### config.mk
export PLATFORM = sky130hd
export DESIGN_NAME = verin_pwm_ctrl
export DESIGN_NICKNAME = d
export VERILOG_FILES = /design/src/rtl/verin_pkg.sv /design/src/rtl/verin_pwm_core.sv /design/src/rtl/verin_pwm_ctrl.sv
export SDC_FILE = /design/constraint.sdc
export NUM_CORES = 1
export LEC_CHECK = 0
export BUFFER_PORTS_ARGS = -buffer_cell sky130_fd_sc_hd__buf_2
export CAP_MARGIN = 20
export CELL_PAD_IN_SITES_DETAIL_PLACEMENT = 0
export CELL_PAD_IN_SITES_GLOBAL_PLACEMENT = 1
export CORE_ASPECT_RATIO = 0.5
export CORE_MARGIN = 1
export CORE_UTILIZATION = 40
export DETAILED_ROUTE_END_ITERATION = 6
export PLACE_DENSITY_LB_ADDON = 0.1
export SLEW_MARGIN = 25
export SYNTH_ARGS = -nofsm -noshare
export SYNTH_HDL_FRONTEND = slang
export SYNTH_SLANG_ARGS = --single-unit
### constraint.sdc
create_clock -name clk -period 2.65 [get_ports clk]
set_input_delay 0.53 -clock clk [delete_from_list [all_inputs] [get_ports clk]]
set_output_delay 0.53 -clock clk [all_outputs]
set_load 0.005 [all_outputs]
### src/rtl/verin_pkg.sv
// verin_pkg: register map, bit positions and default widths for the tiller actuator PWM block
package verin_pkg;
  localparam int PWM_W_DEF   = 16;
  localparam int ANGLE_W_DEF = 12;
  localparam int ADDR_W_DEF  = 3;
  localparam int ADDR_FREQ    = 0;
  localparam int ADDR_DUTY    = 1;
  localparam int ADDR_BUTEE_G = 2;
  localparam int ADDR_BUTEE_D = 3;
  localparam int ADDR_CTRL    = 4;
  localparam int ADDR_STATUS  = 5;
  localparam int ADDR_ANGLE   = 6;
  localparam int CTRL_EN     = 0;
  localparam int CTRL_SENS   = 1;
  localparam int CTRL_IRQ_EN = 2;
  localparam int ST_FDC_G   = 0;
  localparam int ST_FDC_D   = 1;
  localparam int ST_BLOCKED = 2;
  localparam int ST_ACTIVE  = 3;
endpackage

### src/rtl/verin_pwm_core.sv
// verin_pwm_core: period counter, boundary-loaded shadows, duty compare and end-stop gating
module verin_pwm_core
  import verin_pkg::*;
#(
  parameter int PWM_W   = PWM_W_DEF,
  parameter int ANGLE_W = ANGLE_W_DEF
) (
  input  logic               clk,
  input  logic               reset,
  input  logic               i_en,
  input  logic [PWM_W-1:0]   i_freq,
  input  logic [PWM_W-1:0]   i_duty,
  input  logic               i_sens,
  input  logic [ANGLE_W-1:0] i_angle,
  input  logic [ANGLE_W-1:0] i_butee_g,
  input  logic [ANGLE_W-1:0] i_butee_d,
  output logic               o_pwm,
  output logic               o_sens,
  output logic               o_sens_sh,
  output logic               o_blocked,
  output logic               o_run
);
  logic [PWM_W-1:0] r_cnt, r_freq_sh, r_duty_sh;
  logic             r_sens_sh;
  logic             w_last, w_bound;
  assign o_run     = i_en & (r_freq_sh >= PWM_W'(2));
  assign w_last    = r_cnt == r_freq_sh - PWM_W'(1);
  assign w_bound   = w_last | ~o_run;
  assign o_blocked = r_sens_sh ? (i_angle >= i_butee_d) : (i_angle <= i_butee_g);
  assign o_sens_sh = r_sens_sh;
  // shadows take the post-write register values, so a write landing on a boundary opens the new period
  always_ff @(posedge clk) begin
    if (reset) begin
      r_cnt     <= '0;
      r_freq_sh <= '0;
      r_duty_sh <= '0;
      r_sens_sh <= 1'b0;
      o_pwm     <= 1'b0;
      o_sens    <= 1'b0;
    end else begin
      r_cnt  <= (o_run & ~w_last) ? r_cnt + PWM_W'(1) : '0;
      o_pwm  <= o_run & (r_cnt < r_duty_sh) & ~o_blocked;
      o_sens <= r_sens_sh;
      if (w_bound) begin
        r_freq_sh <= i_freq;
        r_duty_sh <= i_duty;
        r_sens_sh <= i_sens;
      end
    end
  end
endmodule

### src/rtl/verin_pwm_ctrl.sv
// verin_pwm_ctrl: Avalon-MM register file, angle capture, sticky end-stop flags and irq around the PWM core
module verin_pwm_ctrl
  import verin_pkg::*;
#(
  parameter int PWM_W   = PWM_W_DEF,
  parameter int ANGLE_W = ANGLE_W_DEF,
  parameter int ADDR_W  = ADDR_W_DEF
) (
  input  logic               clk,
  input  logic               reset,
  input  logic [ADDR_W-1:0]  avs_address,
  input  logic               avs_write,
  input  logic [31:0]        avs_writedata,
  input  logic               avs_read,
  output logic [31:0]        avs_readdata,
  input  logic [ANGLE_W-1:0] angle_in,
  input  logic               angle_valid,
  output logic               pwm_out,
  output logic               sens_out,
  output logic               irq
);
  logic [PWM_W-1:0]     r_freq, r_duty, w_freq_nxt, w_duty_nxt;
  logic [ANGLE_W-1:0]   r_butee_g, r_butee_d, r_angle;
  logic [2:0]           r_ctrl, w_ctrl_nxt;
  logic [2**ADDR_W-1:0] w_we;
  logic [3:0]           w_status;
  logic [31:0]          w_rdata;
  logic r_fdc_g, r_fdc_d, w_blocked, w_run, w_sens_sh, w_set_g, w_set_d, w_clr_g, w_clr_d, w_unused;
  assign w_unused   = ^avs_writedata;
  assign w_we       = {{(2**ADDR_W-1){1'b0}}, avs_write} << avs_address;
  assign w_freq_nxt = w_we[ADDR_FREQ] ? avs_writedata[PWM_W-1:0] : r_freq;
  assign w_duty_nxt = w_we[ADDR_DUTY] ? avs_writedata[PWM_W-1:0] : r_duty;
  assign w_ctrl_nxt = w_we[ADDR_CTRL] ? avs_writedata[2:0] : r_ctrl;
  assign w_set_g    = r_ctrl[CTRL_EN] & w_blocked & ~w_sens_sh;
  assign w_set_d    = r_ctrl[CTRL_EN] & w_blocked & w_sens_sh;
  assign w_clr_g    = w_we[ADDR_STATUS] & avs_writedata[ST_FDC_G];
  assign w_clr_d    = w_we[ADDR_STATUS] & avs_writedata[ST_FDC_D];
  // blocked/active report the drive actually being cut or running, so an idle block reads 0
  always_comb begin
    w_status              = '0;
    w_status[ST_FDC_G]    = r_fdc_g;
    w_status[ST_FDC_D]    = r_fdc_d;
    w_status[ST_BLOCKED]  = r_ctrl[CTRL_EN] & w_blocked;
    w_status[ST_ACTIVE]   = w_run & ~w_blocked;
  end
  assign w_rdata = avs_address == ADDR_W'(ADDR_FREQ)    ? 32'(r_freq)    :
                   avs_address == ADDR_W'(ADDR_DUTY)    ? 32'(r_duty)    :
                   avs_address == ADDR_W'(ADDR_BUTEE_G) ? 32'(r_butee_g) :
                   avs_address == ADDR_W'(ADDR_BUTEE_D) ? 32'(r_butee_d) :
                   avs_address == ADDR_W'(ADDR_CTRL)    ? 32'(r_ctrl)    :
                   avs_address == ADDR_W'(ADDR_STATUS)  ? 32'(w_status)  :
                   avs_address == ADDR_W'(ADDR_ANGLE)   ? 32'(r_angle)   : '0;
  always_ff @(posedge clk) begin
    if (reset) begin
      r_freq       <= '0;
      r_duty       <= '0;
      r_butee_g    <= '0;
      r_butee_d    <= '0;
      r_ctrl       <= '0;
      r_angle      <= '0;
      r_fdc_g      <= 1'b0;
      r_fdc_d      <= 1'b0;
      avs_readdata <= '0;
      irq          <= 1'b0;
    end else begin
      r_freq    <= w_freq_nxt;
      r_duty    <= w_duty_nxt;
      r_ctrl    <= w_ctrl_nxt;
      r_butee_g <= w_we[ADDR_BUTEE_G] ? avs_writedata[ANGLE_W-1:0] : r_butee_g;
      r_butee_d <= w_we[ADDR_BUTEE_D] ? avs_writedata[ANGLE_W-1:0] : r_butee_d;
      r_angle   <= angle_valid ? angle_in : r_angle;
      r_fdc_g   <= w_set_g | (r_fdc_g & ~w_clr_g);
      r_fdc_d   <= w_set_d | (r_fdc_d & ~w_clr_d);
      irq       <= r_ctrl[CTRL_IRQ_EN] & (r_fdc_g | r_fdc_d);
      if (avs_read) avs_readdata <= w_rdata;
    end
  end
  verin_pwm_core #(.PWM_W(PWM_W), .ANGLE_W(ANGLE_W)) u_core (
    .clk       (clk),
    .reset     (reset),
    .i_en      (r_ctrl[CTRL_EN]),
    .i_freq    (w_freq_nxt),
    .i_duty    (w_duty_nxt),
    .i_sens    (w_ctrl_nxt[CTRL_SENS]),
    .i_angle   (r_angle),
    .i_butee_g (r_butee_g),
    .i_butee_d (r_butee_d),
    .o_pwm     (pwm_out),
    .o_sens    (sens_out),
    .o_sens_sh (w_sens_sh),
    .o_blocked (w_blocked),
    .o_run     (w_run)
  );
endmodule

==> flow_results.org <==
** Clock tree
- Worst-skew pair later-pin latency :: 0.42 ns
- Number of hold buffers added after CTS :: 0
- The tree is rooted in a sky130_fd_sc_hd__clkbuf_16.
- Clk buf depth :: 2
- Counting the buffers created by CTS gives 17.
- TritonCTS built the clock tree.
- Clk pin slew, worst setup/hold paths :: ~0.06 ns
- The tree built by TritonCTS fans out to 141 sinks.
- CTS built an H-tree with a depth of 4.

** Worst setup path
- Req. time, crit path :: 2.96 ns
- The worst setup path is of the flop to flop kind.
- Highest cell delay on the worst timing path :: 0.48 ns
- Critical Path Sink Type :: flop
- Worst path cell trace :: inv_2 -> ha_4 -> or4b_4 -> nor2_4 -> mux2i_1 -> o41ai_1 -> or3_4 -> o31ai_4 -> buf_4 -> clkbuf_16 -> mux2_1
- Along the worst path, the maximum fanout reaches 8.
- The critical path crosses 11 cells after its start point.
- Arrival time reported for the critical path endpoint :: 3.08 ns
- The startpoint identified for the worst register-to-register timing path is u_core.r_freq_sh[1].
- Number of cells on the worst reg-to-reg path :: 11
- The critical path contains buffers and inverters numbering 3 combined.
- Worst setup startpoint :: u_core.r_freq_sh[1]
- The kind of cell with the highest combined delay along the critical path is simple AND/OR/NAND/NOR gates.
- Sort of element at the start of the critical path :: flop
- Standard cell with the maximum stage delay on the critical path :: sky130_fd_sc_hd__or4b_4

** STA
- Worst hold slack :: 0.3444 ns
- Sum of negative setup slack :: -2.787 ns
- In the post-route analysis, the smallest setup slack over all paths is -0.1163 ns.
- Based on the critical path, the design can be clocked at up to 361.5 MHz.
- Total count of max-transition violations in the final report :: 0
- Relative slew margins :: 0.4981
- Final cycle utilization of the critical path :: 1.044
- Hold Violations, Final :: 0
- Setup repair after global routing could not meet its margin everywhere.
- Slew at the pin with the worst max-slew slack :: 0.7459 ns
- Setup violations remaining at the end of the flow were counted as 34.
- Clock skew on the completed layout was measured at 0.009537 ns.
- Final worst path period need :: roughly 2.8 ns

** Die
- Pin placement for this block handled just under 90 I/O pins.
- After floorplanning, the core was sized to cover 17780 sq um.
- From left edge to right edge, the die measures 195.0 um.
- After floorplanning, the core was divided into 34 placement rows.
- The die is between 90 and 100 um tall.
- The die covers around 19000 sq um.
- For this configuration, the core starts out at a cell density of 0.4191.

** Global route
- After global routing the overflow that remains totals 0.
- Via count of the first global-routing pass :: between 5000 and 6000
- The initial antenna violation count is 0.
- In the global route stage, overall resource usage came out at 0.2293.
- Wire length of the first global-routing pass :: roughly 34000 um
- Entering global routing, the biggest net connects 41 pins.

** Power and ir drop
- Comb pwr share :: 0.104
- Cell Pwr Density :: roughly 570 nW/um^2
- Internal power summed over all cells :: around 3.8 mW
- For this design the static power due to leakage is 3.677 nW.
- Maximum resistive drop on vdd :: 0.4387 mV
- Of the total power, the clock network draws 0.470.
- Of the total power, the share spent switching nets is 0.2634.
- Of the total power, registers draw 0.426.
- Reported net switching power :: approximately 1.4 mW

** Cells and area
- Post-synthesis to final-layout area growth :: 23.04%
- Leaving out fill and tap cells, the most frequent cell in the layout is sky130_fd_sc_hd__dfxtp_1.
- Inserted Diodes :: 0
- Number of nets in the layout :: between 1000 and 1500
- Leading cell types in the layout, fill and taps excluded :: sky130_fd_sc_hd__dfxtp_1, sky130_fd_sc_hd__nand2_1, sky130_fd_sc_hd__a21oi_1
- Layout cell share with drive strength beyond 1 :: 0.2191

** Synth
- Portion of the post-synthesis area used by sequential elements :: 0.3788
- Flip-flop and latch count after synthesis :: 141
- For this run, the number of Yosys warnings is 0.
- In the synthesized netlist the async set-or-reset flop fraction comes to 0.
- Count of flip-flops with a built-in enable after synthesis :: 0
- Post-synthesis instance area :: 7452 sq um
- Count of unique library cells instantiated by Yosys :: 63
- Among all flip-flop cells after synthesis, the most frequent one is sky130_fd_sc_hd__dfxtp_1.
- Cell count after synthesis :: 874
- Mean post-synth cell area :: 8.526 sq um

** Route
- Avg WL per Cell :: between 15 and 20 um
- Wires add up to ~22000 um.
- DR DRC count :: 0
- Number of antenna-violating nets in the routed design :: 0
- Across all layers, the routed design uses approximately 6300 vias.
- First-iteration detailed-routing DRC count :: 376
- Number of iterations in the first detailed-routing pass :: 5
- In the routed layout, each cell is associated on average with a via count of between 5 and 6.

** Hold path
- The path class of the tightest hold or removal check is input port to flop.
- Hold path start :: angle_in[11]
- The worst hold path was traced through 3 stages.

** Status
- The final reports fail on setup timing.
- The flow ran to the end, but the final reports show violations.

** Run
- Max-cap violations in this run came to 0.

** Placed design
- Final weighted congestion of routability-driven global placement :: a little under 0.9
- # port buffers :: 54
- Post-DP HPWL :: 15670 um
## kinds of logic after synthesis
logic type      Yosys count  share of synthesized area
flops                   141                     0.3788
xor+xnor                 29                    0.03408
fa+ha+maj                42                    0.07052
buf+inv                 113                    0.07001
compound gates          157                     0.1347
simple gates            326                     0.2082
other cells               1                  0.0005032
mux                      65                     0.1033
## path summary, 6_finish.rpt
check	slack, ns	to
setup / recovery	-0.12	u_core.r_freq_sh[6]
hold / removal	0.34	r_angle[11]
setup reg to reg	-0.12	u_core.r_freq_sh[6]
hold reg to reg	0.46	r_butee_d[3]
## stage by stage
stage          power (mW)  setup slack, ns  utilization  area, sq um  cells
2_1_floorplan       2.586         -0.05911            -         7551    889
3_3_place_gp        2.771         -0.09187       0.4628         8229   1166
3_5_place_dp        2.784         -0.09389       0.4632         8237   1166
4_1_cts             5.221          -0.1210       0.4962         8823   1198
5_1_grt             5.411          -0.1913       0.5156         9169   1206
6_report            5.195          -0.1163       0.5156         9169   1206
## what timing repair did
item | CTS | global route
cloned | 0 | 5
pin swaps | 0 | 15
setup endpoints to repair | 45 | 49
setup buffers | 0 | 3
resized for setup | 0 | 37
## cell usage after synthesis (3+ instances only)
library cell	count	area (sq um)
sky130_fd_sc_hd__dfxtp_1	141	2823
sky130_fd_sc_hd__nand2_1	134	503.0
sky130_fd_sc_hd__a21oi_1	78	390.4
sky130_fd_sc_hd__nor2_1	64	240.2
sky130_fd_sc_hd__inv_1	44	165.2
sky130_fd_sc_hd__ha_1	42	525.5
sky130_fd_sc_hd__clkbuf_1	37	138.9
sky130_fd_sc_hd__mux2_1	24	270.3
sky130_fd_sc_hd__mux2i_1	24	240.2
sky130_fd_sc_hd__nand3_1	23	115.1
sky130_fd_sc_hd__nor2b_1	21	131.4
sky130_fd_sc_hd__nor3_1	18	90.09
sky130_fd_sc_hd__buf_4	16	120.1
sky130_fd_sc_hd__nand2b_1	15	93.84
sky130_fd_sc_hd__xor2_1	15	131.4
sky130_fd_sc_hd__xnor2_1	14	122.6
sky130_fd_sc_hd__o21ai_0	13	65.06
sky130_fd_sc_hd__a21o_1	12	90.09
sky130_fd_sc_hd__mux2_2	11	123.9
sky130_fd_sc_hd__nand4_1	10	62.56
sky130_fd_sc_hd__nor4_1	10	62.56
sky130_fd_sc_hd__a211oi_1	9	67.56
sky130_fd_sc_hd__nand3b_1	7	52.55
sky130_fd_sc_hd__buf_1	6	22.52
sky130_fd_sc_hd__mux4_2	6	135.1
sky130_fd_sc_hd__o2bb2ai_1	6	52.55
sky130_fd_sc_hd__or3_1	6	37.54
sky130_fd_sc_hd__a311oi_1	5	43.79
sky130_fd_sc_hd__buf_2	5	25.02
sky130_fd_sc_hd__a22oi_1	4	30.03
sky130_fd_sc_hd__buf_6	4	45.04
sky130_fd_sc_hd__a211o_1	3	26.28
sky130_fd_sc_hd__and2_1	3	18.77
sky130_fd_sc_hd__and3_1	3	18.77
sky130_fd_sc_hd__o211ai_1	3	22.52
sky130_fd_sc_hd__o221ai_1	3	26.28
## layer usage
layer	routed length, um	share of wire	global-route usage
met1	11580	0.53	0.3563
met2	8977	0.41	0.3217
met3	1193	0.054	0.04312
met4	189	0.0086	0.05027
met5	0	0	0
## state kept, by name, indices dropped and copies added (netlist names), 3 cells and up
name              flops
avs_readdata         16
r_angle              12
r_butee_d            12
r_butee_g            12
r_ctrl                3
r_duty               16
r_freq               16
u_core.r_cnt         16
u_core.r_duty_sh     16
u_core.r_freq_sh     16
## area by class of cell
| type | instances | area (sq um) |
|---|---|---|
| Inverter | 44 | 165.2 |
| Sequential cell | 141 | 2825 |
| Clock inverter | 11 | 136.4 |
| Tap cell | 234 | 292.8 |
| Timing Repair Buffer | 120 | 864.6 |
| Multi-Input combinational cell | 635 | 4434 |
| Clock buffer | 21 | 450.4 |
| Fill cell | 1745 | 8613 |
## worst register-to-register path, stage by stage (launching register included)
cell,delay (ns)
sky130_fd_sc_hd__dfxtp_2,0.33
sky130_fd_sc_hd__inv_2,0.07
sky130_fd_sc_hd__ha_4,0.13
sky130_fd_sc_hd__or4b_4,0.48
sky130_fd_sc_hd__nor2_4,0.13
sky130_fd_sc_hd__mux2i_1,0.20
sky130_fd_sc_hd__o41ai_1,0.09
sky130_fd_sc_hd__or3_4,0.36
sky130_fd_sc_hd__o31ai_4,0.19
sky130_fd_sc_hd__buf_4,0.18
sky130_fd_sc_hd__clkbuf_16,0.17
sky130_fd_sc_hd__mux2_1,0.32
## power groups by stage
stage	clock network [mW]	registers [mW]	logic, mW
final	2.44	2.21	0.543
after global routing	2.59	2.22	0.603
after CTS	2.48	2.21	0.530
after detailed placement	0	2.26	0.527
after global placement	0	2.26	0.515
after floorplan	0	2.25	0.340
(Power assumes the default switching activity.)
